<file path="config.mk">
export PLATFORM = sky130hd
export DESIGN_NAME = fsm_input_conditioner
export DESIGN_NICKNAME = d
export VERILOG_FILES = /design/src/rtl/fsm_input_conditioner.sv
export SDC_FILE = /design/constraint.sdc
export NUM_CORES = 1
export LEC_CHECK = 0
export CORE_MARGIN = 3
export CORE_UTILIZATION = 59
export DETAILED_ROUTE_END_ITERATION = 8
export GPL_TIMING_DRIVEN = 0
export PLACE_DENSITY_LB_ADDON = 0.2
export SYNTH_ARGS = -nofsm -noshare
export SYNTH_HDL_FRONTEND = slang
export SYNTH_SLANG_ARGS = --single-unit
</file>
<file path="constraint.sdc">
create_clock -name clk -period 3 [get_ports clk]
set_clock_uncertainty 0.1 [all_clocks]
set_input_delay 0.6 -clock clk [delete_from_list [all_inputs] [get_ports clk]]
set_output_delay 0.6 -clock clk [all_outputs]
set_load 0.05 [all_outputs]
</file>
<file path="src/rtl/fsm_input_conditioner.sv">
// Two-bit switch conditioner: 2-flop sync + per-bit debounce; x follows a stable level DEBOUNCE_CYCLES+1 edges after capture.
// No backpressure: free-running, x_change is a one-cycle registered strobe on any x update.
module fsm_input_conditioner #(
  parameter int DEBOUNCE_CYCLES = 4,
  parameter int CNT_W           = 16
) (
  input  logic       clk,
  input  logic       reset,
  input  logic [1:0] btn_raw,
  output logic [1:0] x,
  output logic       x_change,
  output logic [1:0] bit_busy
);

  typedef enum logic {
    IDLE    = 1'b0,
    PENDING = 1'b1
  } state_t;

  localparam logic [CNT_W-1:0] CNT_LAST = CNT_W'(DEBOUNCE_CYCLES - 1);

  logic [1:0]            s1;
  logic [1:0]            s2;
  state_t                state_q [2];
  state_t                state_d [2];
  logic [1:0][CNT_W-1:0] cnt_q;
  logic [1:0][CNT_W-1:0] cnt_d;
  logic [1:0]            x_d;

  // Each bit runs its own debounce; a sample matching x while pending rejects the glitch.
  always_comb begin
    for (int b = 0; b < 2; b++) begin
      state_d[b] = state_q[b];
      cnt_d[b]   = cnt_q[b];
      x_d[b]     = x[b];
      case (state_q[b])
        IDLE: begin
          if (s2[b] != x[b]) begin
            state_d[b] = PENDING;
            cnt_d[b]   = CNT_W'(1);
          end
        end
        PENDING: begin
          if (s2[b] == x[b]) begin
            state_d[b] = IDLE;
            cnt_d[b]   = '0;
          end else if (cnt_q[b] == CNT_LAST) begin
            x_d[b]     = s2[b];
            state_d[b] = IDLE;
            cnt_d[b]   = '0;
          end else begin
            cnt_d[b]   = cnt_q[b] + CNT_W'(1);
          end
        end
        default: begin
          state_d[b] = IDLE;
          cnt_d[b]   = '0;
        end
      endcase
    end
  end

  always_ff @(posedge clk or negedge reset) begin
    if (!reset) begin
      s1         <= 2'b00;
      s2         <= 2'b00;
      x          <= 2'b00;
      x_change   <= 1'b0;
      cnt_q      <= '0;
      state_q[0] <= IDLE;
      state_q[1] <= IDLE;
    end else begin
      s1         <= btn_raw;
      s2         <= s1;
      x          <= x_d;
      x_change   <= (x_d != x);
      cnt_q      <= cnt_d;
      state_q[0] <= state_d[0];
      state_q[1] <= state_d[1];
    end
  end

  assign bit_busy = {state_q[1] == PENDING, state_q[0] == PENDING};

endmodule

</file>
## After elaboration in Yosys (flattened, before gate mapping)

Cells that the tools add are included.

| word-level totals | value |
|---|---|
| output and inout bits | 5 |
| logic and storage cells | 43 |
| register bits after elaboration | 41 |
| bits of input ports | 4 |

| operators by class | value |
|---|---|
| mux-type cells | 22 |
| bitwise gates (word level) | 2 |
| equality and inequality tests | 9 |
| $add $sub $neg | 2 |

Operator list:

| cell | number |
|---|---|
| $mux 16 | 6 |
| $pmux 16 s2 | 2 |
| $add 16x1->16 const B | 2 |
| $eq 16x2->1 const B | 2 |
| $mux 1 | 12 |
| $ne 2x2->1 const B | 2 |
| $pmux 1 s2 | 2 |
| $eq 1x1->1 | 2 |
| $ne 1x1->1 | 2 |
| $ne 2x2->1 | 1 |
| $not 1->1 | 2 |

## Logic depth before layout (Yosys ltp)

| depth | value |
|---|---|
| word-level depth | 5 |
| depth in mapped cells | 7 |
| gate-level depth less buffers | 6 |

## Worst setup path before layout

Ideal clock, no wire load.

| path | value |
|---|---|
| kind | register -> register |
| start | register x[0] |
| end | register cnt_q[7] in the netlist's numbering |
| arrival | 1623 ps |
| library setup time | 82 ps |
| cell stages (with the launch flop) | 7 |
| slack | 1195 ps |
| cell sequence | dfrtp_1 -> xor2_1 -> nand2_1 -> nor2_2 -> buf_4 -> nand2_1 -> a31oi_1 |

| on the way | value |
|---|---|
| word-level cells in the longest chain between the ends | 3 |
| elaborated cells on any way between the ends | 5 |
| those cells by class | eq/ne: 3; mux: 2 |

Ends and longest elaborated chain:

| what | line | RTL |
|---|---|---|
| from (decl) | 10 | `output logic [1:0] x,` |
| from (signal assigned) | 67 | `x <= 2'b00;` |
| from (signal assigned) | 75 | `x <= x_d;` |
| $eq 1x1->1 | 44 | `if (s2[b] == x[b]) begin` |
| $mux 16 | 44 |  |
| $pmux 16 s2 | 36 | `case (state_q[b])` |
| to (signal assigned) | 77 | `cnt_q <= cnt_d;` |
| to (decl) | 26 | `logic [1:0][CNT_W-1:0] cnt_q;` |

Several ways; a longest one is shown, not always the timed one.
A chain may end at the register's enable or synchronous reset.

## Worst setup path after layout

| path | value |
|---|---|
| start | register state_q (netlist bit bit_busy[0]) |
| end | output bit_busy[0] |

RTL lines:

| what | line | RTL |
|---|---|---|
| from (decl) | 24 | `state_t state_q [2];` |
| to (decl) | 12 | `output logic [1:0] bit_busy` |

No word-level cell between the ends.

==> run_results.csv <==
group,metric,value,unit
status,status,"completed",
timing,timing.final.setup_violations,0,
cells_and_area,area.sequential,1030,µm²
timing,timing.hold.ws,0.242,ns
setup_path,critical_path.slowest_cell,"sky130_fd_sc_hd__clkdlybuf4s50_1",
placement,globalplace.congestion,0.882,
setup_path,timing.critical_path.arrival,1.65,ns
placement,dp.final_hpwl,3170,µm
hold_path,min-delay-path-class,"in2async",
setup_path,worstSetupPathDepth,1,
global_routing,globalRouteTotalUtil,0.243,
floorplanning,chipHeight,66.4,µm
timing,timing_hold_violations_final,0,
route,route.vias.total,1803,
global_routing,first_pass_grt_wire_length,8250,µm
cells_and_area,fillCellCount,275,
pwr,total_power,1.82,mW
synth,yosysUniqueCellTypes,48,
route,post-route-drc-count,0,
cts,cts_sinks,41,
route,post_drt_wl_per_cell,15.5,µm
timing,setup-tns-final,0,ns
cts,insertion_delay,0.36,ns
route,drt-initial-drc-count,163,
cells_and_area,finalInstanceArea,2370,µm²
floorplanning,floorplan.initialDensity,0.631,
route,detail_route.first_pass.iterations,4,
cts,post-cts-setup-buffer-count,0,
synth,postSynthCellCount,225,
route,via_per_inst,6.28,
setup_path,worst_path_largest_cell_delay,0.83,ns
placement,dpl-instance-area,2290,µm²
cts,postCtsResizedCells,0,
synth,synth_edf_count,0,
setup_path,cp_data_required_time,2.30,ns
global_routing,grt_overflow_total,0,
timing,timing.max_slew.rel_slack,0.425,
cells_and_area,combined_area_of_the_multi_input_logic_cells,1060,µm²
cells_and_area,insertedDiodeCount,0,
global_routing,grt_pass1_vias,1808,
cells_and_area,layout.nets,246,
cts,clk_pin_slew_worst_paths,0.13,ns
timing,report.final.slew_viol_count,0,
cells_and_area,final_cell_mix,"sky130_fd_sc_hd__dfrtp_1 (41), sky130_fd_sc_hd__nand2_1 (21), sky130_fd_sc_hd__a21oi_1 (21)",
floorplanning,die_x,66.4,µm
setup_path,family_with_the_most_delay_on_the_worst_path,"buffers and inverters",
timing,rsz0062_at_grt,"no",
cells_and_area,layout_commonest_cell,"sky130_fd_sc_hd__dfrtp_1",
floorplanning,fp-row-count,21,
cts,clock-root-buffer,"sky130_fd_sc_hd__clkbuf_4",
synth,syn_area,2150,µm²
setup_path,critPathLaunchType,"register",
timing,fin_crit_sh,0.782,
synth,sequential_cell_area_fraction_in_the_yosys_report,0.476,
synth,syn_avg_cell_area,9.58,µm²
timing,max_slew.worst_pin.slew,0.863,ns
cts,h_tree_level_count,2,
placement,port-buffer-count,8,
cts,clk_path_buf_depth,2,
pwr,cellLeakagePower,1.02,nW
synth,dominantRegCellSynth,"sky130_fd_sc_hd__dfrtp_1",
setup_path,timing.reg2reg.worst_path_depth,7,
setup_path,crit_path_cell_trace,"clkdlybuf4s50_1",
cells_and_area,flow.area_growth_from_synthesis,9.87,%
setup_path,setup.worst_path.class,"reg2out",
placement,post-place-cells,279,
cts,hold_buffers,0,
floorplanning,die_area,4410,µm²
pwr,pwr_density_cell,769,nW/µm²
run,maxCapViolations,0,
cells_and_area,post_route_insts_no_fill,287,
synth,mappedNetlistNets,231,
cells_and_area,drive_above_1_share,0.108,
setup_path,timing.critical_path.fanout_max,7,
route,final_antenna_net_count,0,
synth,yosys_register_bits,41,
route,wl,4450,µm
setup_path,cp-end-kind,"output port",
timing,max_clock_freq,0.426,GHz
cts,tritoncts,"yes",
cts,numCtsBuffers,5,
global_routing,number_of_antenna_violations_at_the_first_check_in_global_routing,0,
synth,asyncSetResetFlopFracSynth,1.00,
floorplanning,placeableCoreArea,3420,µm²
global_routing,grt_max_degree,42,
timing,final.min_clock_period,2.35,ns
synth,synth_warnings,0,
setup_path,worstPathBufferInverterCount,1,
floorplanning,pin_count,9,
pwr,ir_drop,0.637,mV
-- registers in the layout, indices dropped and copies added (netlist names) --
signal,count
x,2
cnt_q,32
s1,2
s2,2
x_change,1
bit_busy,2
-- per-stage QoR --
step           setup WS (ns)   util
2_1_floorplan           1.19      -
3_3_place_gp           0.247  0.671
3_5_place_dp           0.986  0.670
4_1_cts                0.641  0.693
5_1_grt                0.591  0.693
6_report               0.653  0.693
-- path summary, 6_finish.rpt --
check	from	to	slack (ns)
max	bit_busy[0]	bit_busy[0]	0.65
min	reset	cnt_q[1]	0.24
min in group clk	s1[1]	s2[1]	0.26
max reg2reg	cnt_q[16]	cnt_q[31]	0.96
min reg2reg	s1[1]	s2[1]	0.26
max in group asynchronous	reset	cnt_q[28]	2.02
-- power by group --
group	internal (mW)	total, mW	leakage, nW	switching [mW]
clock	0.177	0.364	0.0424	0.186
combinational	0.279	0.748	0.430	0.469
sequential	0.621	0.708	0.548	0.0869
total	1.08	1.82	1.02	0.742
-- final cells by class --
class                           instances  share of cell area
Buffer                                  8              0.0222
Timing Repair Buffer                    8              0.0317
Tap cell                               46              0.0243
Sequential cell                        41               0.433
Clock inverter                          2              0.0164
Multi-Input combinational cell        171               0.447
Inverter                                5             0.00793
Clock buffer                            6              0.0174
-- cells by family (layout without fill, tap and decap cells) --
group	count (synthesis)	in the layout	share of synthesized area
XOR/XNOR	3	3	0.0122
buffers and inverters	13	29	0.0331
AND/OR/NAND/NOR	96	96	0.258
multiplexers	5	5	0.0250
flip-flops	41	41	0.476
AO/OA/AOI/OAI	65	65	0.184
adder cells (fa/ha/maj)	2	2	0.0116
-- synth_stat cells, drive strengths merged, types with 3 or more instances --
cell type   n  area share
mux2        3       0.016
a31oi      20       0.058
o21ai       9       0.021
inv         5      0.0087
nor4        8       0.030
buf         6       0.020
or3         6       0.017
nor2       11       0.020
dfrtp      41        0.48
a21o        5       0.017
nand4       5       0.017
nand3      17       0.042
nand2b      4       0.012
nand2      21       0.037
nor4b       3       0.018
and3        8       0.026
nor3        6       0.014
a21oi      21       0.049
-- per-layer routing --
| metal | global-route usage | wire length (µm) | part of all wire |
|---|---|---|---|
| met1 | 0.305 | 1980 | 0.44 |
| met2 | 0.411 | 2250 | 0.51 |
| met3 | 0.0561 | 140 | 0.031 |
| met4 | 0.0812 | 82 | 0.018 |
| met5 | 0 | 0 | 0 |
(Power assumes the default switching activity.)
